--- config.mk ---
export PLATFORM = sky130hd
export DESIGN_NAME = npc_mem_arbiter
export DESIGN_NICKNAME = d
export VERILOG_FILES = /design/src/rtl/npc_mem_arbiter_pkg.sv /design/src/rtl/npc_arb_watchdog.sv /design/src/rtl/npc_mem_arbiter.sv
export SDC_FILE = /design/constraint.sdc
export NUM_CORES = 1
export LEC_CHECK = 0
export CAP_MARGIN = 20
export CORE_ASPECT_RATIO = 1.25
export CORE_MARGIN = 10
export CORE_UTILIZATION = 36
export CTS_CLUSTER_SIZE = 10
export DETAILED_ROUTE_END_ITERATION = 8
export HOLD_SLACK_MARGIN = 0.12
export PLACE_DENSITY = 0.8
export SKIP_LAST_GASP = 1
export SLEW_MARGIN = 20
export SYNTH_ARGS = -nofsm -noshare
export SYNTH_HDL_FRONTEND = slang
export SYNTH_SLANG_ARGS = --single-unit
--- constraint.sdc ---
create_clock -name clk -period 1.28 [get_ports clk]
set_input_delay 0.192 -clock clk [delete_from_list [all_inputs] [get_ports clk]]
set_output_delay 0.192 -clock clk [all_outputs]
set_load 0.005 [all_outputs]
--- src/rtl/npc_mem_arbiter_pkg.sv ---
// Shared encodings for the NPC memory arbiter: FSM states, owner tags and
// the store byte-strobe patterns also used by the LSU decode.
package npc_mem_arbiter_pkg;

    typedef enum logic [1:0] {
        ST_IDLE  = 2'd0,
        ST_ISSUE = 2'd1,
        ST_WAIT  = 2'd2
    } arb_state_t;

    typedef enum logic {
        OWN_IFU = 1'b0,
        OWN_LSU = 1'b1
    } arb_owner_t;

    // Byte strobes before shifting by the address offset.
    localparam logic [3:0] MASK_SB = 4'b0001;
    localparam logic [3:0] MASK_SH = 4'b0011;
    localparam logic [3:0] MASK_SW = 4'b1111;

endpackage

--- src/rtl/npc_arb_watchdog.sv ---
// Response watchdog for the NPC memory arbiter: counts cycles spent in an
// outstanding transaction and flags when the limit is reached.
module npc_arb_watchdog #(
    parameter int TIMEOUT_CYCLES = 256
) (
    input  logic clk,
    input  logic rst,
    input  logic clear,
    input  logic run,
    output logic expired
);

    localparam int CW = $clog2(TIMEOUT_CYCLES + 1);

    logic [CW-1:0] cnt_q;

    assign expired = run && (cnt_q == CW'(TIMEOUT_CYCLES));

    always_ff @(posedge clk) begin
        if (rst || clear) begin
            cnt_q <= '0;
        end else if (run && !expired) begin
            cnt_q <= cnt_q + 1'b1;
        end
    end

endmodule

--- src/rtl/npc_mem_arbiter.sv ---
// Arbiter sharing the single-ported NPC memory between IFU and LSU, one
// transaction outstanding. Optional response watchdog: NPC_ARB_TIMEOUT_EN.
module npc_mem_arbiter
    import npc_mem_arbiter_pkg::*;
#(
    parameter int AW             = 32,
    parameter int DW             = 32,
    parameter int TIMEOUT_CYCLES = 256
) (
    input  logic            clk,
    input  logic            rst,
    input  logic            ifu_req_valid,
    output logic            ifu_req_ready,
    input  logic [AW-1:0]   ifu_addr,
    output logic            ifu_resp_valid,
    output logic [DW-1:0]   ifu_rdata,
    input  logic            lsu_req_valid,
    output logic            lsu_req_ready,
    input  logic [AW-1:0]   lsu_addr,
    input  logic            lsu_wen,
    input  logic [DW-1:0]   lsu_wdata,
    input  logic [DW/8-1:0] lsu_wmask,
    output logic            lsu_resp_valid,
    output logic [DW-1:0]   lsu_rdata,
    output logic            resp_err,
    output logic            mem_req_valid,
    input  logic            mem_req_ready,
    output logic [AW-1:0]   mem_addr,
    output logic            mem_wen,
    output logic [DW-1:0]   mem_wdata,
    output logic [DW/8-1:0] mem_wmask,
    input  logic            mem_resp_valid,
    input  logic [DW-1:0]   mem_rdata
);

    arb_state_t state_q, state_d;
    arb_owner_t owner_q;

    logic            grant;
    logic            resp_fire;
    logic            timeout_hit;
    logic            timeout_fire;
    logic            busy;
    logic [AW-1:0]   mem_addr_q;
    logic            mem_wen_q;
    logic [DW-1:0]   mem_wdata_q;
    logic [DW/8-1:0] mem_wmask_q;
    logic            ifu_resp_valid_q, lsu_resp_valid_q;
    logic [DW-1:0]   ifu_rdata_q, lsu_rdata_q;

    assign busy      = (state_q == ST_ISSUE) || (state_q == ST_WAIT);
    assign grant     = (state_q == ST_IDLE) && (ifu_req_valid || lsu_req_valid);
    assign resp_fire = (state_q == ST_WAIT) && mem_resp_valid;
    // A real response arriving in the expiry cycle wins over the timeout.
    assign timeout_fire = busy && timeout_hit && !resp_fire;

`ifdef NPC_ARB_TIMEOUT_EN
    logic resp_err_q;

    npc_arb_watchdog #(
        .TIMEOUT_CYCLES(TIMEOUT_CYCLES)
    ) u_watchdog (
        .clk    (clk),
        .rst    (rst),
        .clear  (grant),
        .run    (busy),
        .expired(timeout_hit)
    );

    assign resp_err = resp_err_q;
`else
    assign timeout_hit = 1'b0;
    assign resp_err    = 1'b0;
`endif

    always_ff @(posedge clk) begin
        if (rst) begin
            state_q <= ST_IDLE;
        end else begin
            state_q <= state_d;
        end
    end

    always_comb begin
        state_d = state_q;
        case (state_q)
            ST_IDLE:  if (grant) state_d = ST_ISSUE;
            ST_ISSUE: begin
                if (timeout_fire)       state_d = ST_IDLE;
                else if (mem_req_ready) state_d = ST_WAIT;
            end
            ST_WAIT:  if (resp_fire || timeout_fire) state_d = ST_IDLE;
            default:  state_d = ST_IDLE;
        endcase
    end

    // LSU has fixed priority; grants are only offered in IDLE.
    always_comb begin
        lsu_req_ready = 1'b0;
        ifu_req_ready = 1'b0;
        mem_req_valid = 1'b0;
        case (state_q)
            ST_IDLE: begin
                lsu_req_ready = lsu_req_valid;
                ifu_req_ready = ifu_req_valid && !lsu_req_valid;
            end
            ST_ISSUE: mem_req_valid = 1'b1;
            default: ;
        endcase
    end

    always_ff @(posedge clk) begin
        if (rst) begin
            owner_q          <= OWN_IFU;
            mem_addr_q       <= '0;
            mem_wen_q        <= 1'b0;
            mem_wdata_q      <= '0;
            mem_wmask_q      <= '0;
            ifu_resp_valid_q <= 1'b0;
            lsu_resp_valid_q <= 1'b0;
            ifu_rdata_q      <= '0;
            lsu_rdata_q      <= '0;
`ifdef NPC_ARB_TIMEOUT_EN
            resp_err_q       <= 1'b0;
`endif
        end else begin
            ifu_resp_valid_q <= 1'b0;
            lsu_resp_valid_q <= 1'b0;
`ifdef NPC_ARB_TIMEOUT_EN
            resp_err_q       <= timeout_fire;
`endif
            if (grant) begin
                if (lsu_req_valid) begin
                    owner_q     <= OWN_LSU;
                    mem_addr_q  <= lsu_addr;
                    mem_wen_q   <= lsu_wen;
                    mem_wdata_q <= lsu_wdata;
                    mem_wmask_q <= lsu_wmask;
                end else begin
                    owner_q     <= OWN_IFU;
                    mem_addr_q  <= ifu_addr;
                    mem_wen_q   <= 1'b0;
                    mem_wdata_q <= '0;
                    mem_wmask_q <= '0;
                end
            end
            if (resp_fire || timeout_fire) begin
                if (owner_q == OWN_LSU) begin
                    lsu_resp_valid_q <= 1'b1;
                    lsu_rdata_q      <= (timeout_fire || mem_wen_q) ? '0 : mem_rdata;
                end else begin
                    ifu_resp_valid_q <= 1'b1;
                    ifu_rdata_q      <= timeout_fire ? '0 : mem_rdata;
                end
            end
        end
    end

    assign mem_addr       = mem_addr_q;
    assign mem_wen        = mem_wen_q;
    assign mem_wdata      = mem_wdata_q;
    assign mem_wmask      = mem_wmask_q;
    assign ifu_resp_valid = ifu_resp_valid_q;
    assign lsu_resp_valid = lsu_resp_valid_q;
    assign ifu_rdata      = ifu_rdata_q;
    assign lsu_rdata      = lsu_rdata_q;

endmodule

==> metrics.md <==
| Metric | Value |
|---|---|
| Final hold slack | `0.157 ns` |
| Hpwl dp | `approximately 14000 µm` |
| Length in cells of the worst reg-to-reg path | `8` |
| Synthesized netlist cell count | `around 620` |
| Full die area | `between 20000 and 25000 µm²` |
| Total instance count after detailed placement | `between 1000 and 1500` |
| Largest net degree at the start of global routing | `46` |
| TritonCTS clock tree | `done` |
| Adder-cell share of the synthesized area | `0` |
| Netlist area before placement | `5440 µm²` |
| Vertical die dimension | `157 µm` |
| Count of maximum capacitance violations | `0` |
| Buffer depth of the longest clock path | `2` |
| Count of input and output buffers | `about 280` |
| Remaining global-route overflow | `0` |
| Share of the synthesized area in compound gates (AO/OA/AOI/OAI) | `0.204` |
| Antenna fix cells | `0` |
| Number of fill cells in the layout | `1231` |
| Total CTS buffers | `17` |
| Clock sinks | `approximately 140` |
| PnR Total Power | `11.6 mW` |
| Signal arrival time at the worst endpoint | `1.91 ns` |
| Area leader, netlist | `sky130_fd_sc_hd__dfxtp_1` |
| Number of enable-type register cells in the synthesized netlist | `0` |
| Setup-violating endpoint count in the final report | `roughly 140` |
| Maximum clock skew at final layout | `between 0.009 and 0.01 ns` |
| Area share of and/or/nand/nor cells after synthesis | `0.162` |
| Endpoint of the worst setup timing path | `ifu_rdata[19]$_SDFFE_PP0P_` |
| Post-route cell area | `9820 µm²` |
| Static Leak | `about 4.1 nW` |
| Share of cell area taken by muxes after synthesis | `0.0589` |
| Hold Path Class | `input pin to flop` |
| R2R setup slack | `-0.27 ns` |
| Highest achievable clock rate | `about 0.64 GHz` |
| Clk Latency, worst-skew pair | `roughly 0.42 ns` |
| Area post-placement | `8420 µm²` |
| # nets final | `1049` |
| Worst R2R End | `ifu_rdata[19]$_SDFFE_PP0P_` |
| Post-synthesis net count | `762` |
| First-pass GRT wire length | `between 30000 and 40000 µm` |
| Xor/xnor cell area share of the yosys netlist | `0` |
| Cell with the most instances after synthesis | `sky130_fd_sc_hd__dfxtp_1` |
| Average cell area after synthesis | `between 8 and 9 µm²` |
| Share of synthesized flip-flops with an asynchronous set or reset | `0` |
| Iter 0 DRT Violations | `296` |
| Final Critical Period | `~1.6 ns` |
| Total via count after detailed routing | `around 5700` |
| Post-Place Setup Slack | `-0.721 ns` |
| Final instance count without filler cells | `around 1100` |
| Critical path startpoint | `state_q[0]$_SDFFE_PP0P_` |
| Failing checks | `setup timing` |
| Antenna violations before repair | `0` |
| Core box area | `14900 µm²` |
| Total I/O pin count | `approximately 280` |
| H-tree levels | `4` |
| Most area-consuming cells after synthesis | `sky130_fd_sc_hd__dfxtp_1 51%, sky130_fd_sc_hd__a21oi_1 12%, sky130_fd_sc_hd__nand2_1 9.2%, sky130_fd_sc_hd__mux2i_1 5.9%, sky130_fd_sc_hd__a211oi_1 4.4%` |
| Per-cell routed wire length | `approximately 20 µm` |
| Crit end category | `flop` |
| Area delta synth->final | `80.7%` |
| Row Count | `50` |
| Area share of the largest cell type after synthesis | `0.508` |
| Critical path class | `flop to flop` |
| Worst-path clk slew | `0.06 ns` |
| Required time of the critical path | `around 1.6 ns` |
| YS warnings | `0` |
| Proportion of synthesized chip area in sequential cells | `0.508` |
| Synth cell types | `27` |
| Type of origin of the critical path | `flop` |
| Sum Neg Setup Slack | `-20.25 ns` |
| Die width | `130 µm` |
| Largest fanout on the critical path | `6` |
| Final hold violation count | `0` |
| RD Place Congestion | `about 0.80` |
| Total power per unit cell area | `~1200 nW/µm²` |
| Maximum ir drop on the vdd rail | `slightly below 0.7 mV` |
| Run status | `finished with violations` |
| Initial standard-cell utilization of the core | `0.365` |
| Number of search-and-repair iterations in the first detailed-routing pass | `4` |
| Synth top cells by count | `138 x sky130_fd_sc_hd__dfxtp_1, 135 x sky130_fd_sc_hd__a21oi_1, 133 x sky130_fd_sc_hd__nand2_1` |
| Count of state elements after synthesis | `between 100 and 150` |
| Remaining antenna violation count | `0` |
| Via count of the first global-routing pass | `roughly 5700` |
| Largest family of logic cells by synthesized area | `compound AO/OA/AOI/OAI gates` |
| Final period util | `1.21` |
| Final worst-path setup slack | `-0.275 ns` |
| Hold Buf Count CTS | `0` |
| Top flip-flop cell by instance count after synthesis | `sky130_fd_sc_hd__dfxtp_1` |
| Fraction of layout instances using a drive strength above 1 | `0.212` |
| Via/cell ratio | `roughly 5.2` |
| Drt drc | `0` |
| Cell at the root of the clock tree | `sky130_fd_sc_hd__clkbuf_16` |
| Reg-to-reg startpoint | `state_q[0]$_SDFFE_PP0P_` |
| Core Util, Final | `0.660` |
| Final Slew Violations | `0` |
| Overall routed net length | `21900 µm` |
| Global router's overall resource usage | `0.202` |
| RSZ-0062 raised after global routing | `yes` |
## timing repair
action | 4_1_cts | 5_1_grt
resized for setup | 222 | 113
buffers inserted | 14 | 4
gates cloned | 11 | 4
pin swaps | 30 | 49
endpoints found under the setup margin | 229 | 147
## sequential cells by signal, indices dropped and copies added, names as in the netlist
signal          cells
lsu_resp_valid      1
owner_q             1
mem_wmask           4
mem_wdata          32
lsu_rdata          32
mem_addr           32
mem_wen             1
ifu_resp_valid      1
state_q             2
ifu_rdata          32
## cell type report
| cell class | count | area, µm² | area share |
|---|---|---|---|
| clock inverter | 7 | 116 | 0.0118 |
| sequential | 138 | 2770 | 0.282 |
| clock buffer | 23 | 478 | 0.0487 |
| timing repair buffer | 330 | 3450 | 0.352 |
| tap | 182 | 228 | 0.0232 |
| multi-input combinational | 423 | 2780 | 0.283 |
## worst min-delay path by stage
stage | from | end | slack, ns | cells past startpoint
final | rst | lsu_rdata[4]$_SDFFE_PP0P_ | 0.16 | 2
after floorplan | mem_req_ready | state_q[0]$_SDFFE_PP0P_ | 0.30 | 1
after global placement | lsu_rdata[25]$_SDFFE_PP0P_ | lsu_rdata[25]$_SDFFE_PP0P_ | 0.44 | 2
after detailed placement | lsu_rdata[5]$_SDFFE_PP0P_ | lsu_rdata[5]$_SDFFE_PP0P_ | 0.44 | 2
after CTS | rst | lsu_rdata[8]$_SDFFE_PP0P_ | 0.13 | 2
after global routing | rst | lsu_rdata[7]$_SDFFE_PP0P_ | 0.16 | 2
## cell families (layout without fill, tap and decap cells)
family | Yosys count | count (layout)
and+or+nand+nor | 185 | 185
AOI/OAI and AO/OA | 205 | 205
DFF | 138 | 138
muxes | 32 | 32
buffers and inverters | 62 | 360
other | 1 | 1
## power by group
part | internal, mW | switching (mW) | total, mW
clock | 3.19 | 1.79 | 4.99
sequential | 4.52 | 0.101 | 4.62
combinational | 1.10 | 0.856 | 1.96
## layout by cell type, fill, tap and decap left out, types with 4 or more instances in the layout
cell type	instances
sky130_fd_sc_hd__a211oi_1	31
sky130_fd_sc_hd__a21oi_1	85
sky130_fd_sc_hd__a21oi_2	50
sky130_fd_sc_hd__buf_12	16
sky130_fd_sc_hd__buf_16	7
sky130_fd_sc_hd__buf_2	4
sky130_fd_sc_hd__buf_4	17
sky130_fd_sc_hd__buf_6	8
sky130_fd_sc_hd__clkbuf_16	21
sky130_fd_sc_hd__clkdlybuf4s50_1	136
sky130_fd_sc_hd__dfxtp_1	132
sky130_fd_sc_hd__dfxtp_2	6
sky130_fd_sc_hd__dlygate4sd2_1	130
sky130_fd_sc_hd__mux2i_1	32
sky130_fd_sc_hd__nand2_1	93
sky130_fd_sc_hd__nand2_2	13
sky130_fd_sc_hd__nand2_4	27
sky130_fd_sc_hd__nand3b_1	32
sky130_fd_sc_hd__nor2_1	5
sky130_fd_sc_hd__o21ai_0	15
sky130_fd_sc_hd__o21ai_1	22
## critical path, cell delays in order, from the launching register on
cell	delay (ns)
sky130_fd_sc_hd__dfxtp_2	0.32
sky130_fd_sc_hd__buf_6	0.12
sky130_fd_sc_hd__buf_6	0.11
sky130_fd_sc_hd__buf_6	0.10
sky130_fd_sc_hd__and4bb_4	0.37
sky130_fd_sc_hd__buf_6	0.13
sky130_fd_sc_hd__buf_12	0.12
sky130_fd_sc_hd__nand2_1	0.09
sky130_fd_sc_hd__a21oi_1	0.12
## layer usage
| layer | global-route usage | up-vias | share of wire |
|---|---|---|---|
| met5 | 0 | - | 0 |
| met4 | 0.0891 | 0 | 0.029 |
| met3 | 0.0717 | 45 | 0.080 |
| met2 | 0.357 | 246 | 0.52 |
| met1 | 0.210 | 2715 | 0.37 |
| li1 | - | 2727 | - |
Note: power is estimated with default switching activity, not from simulation.
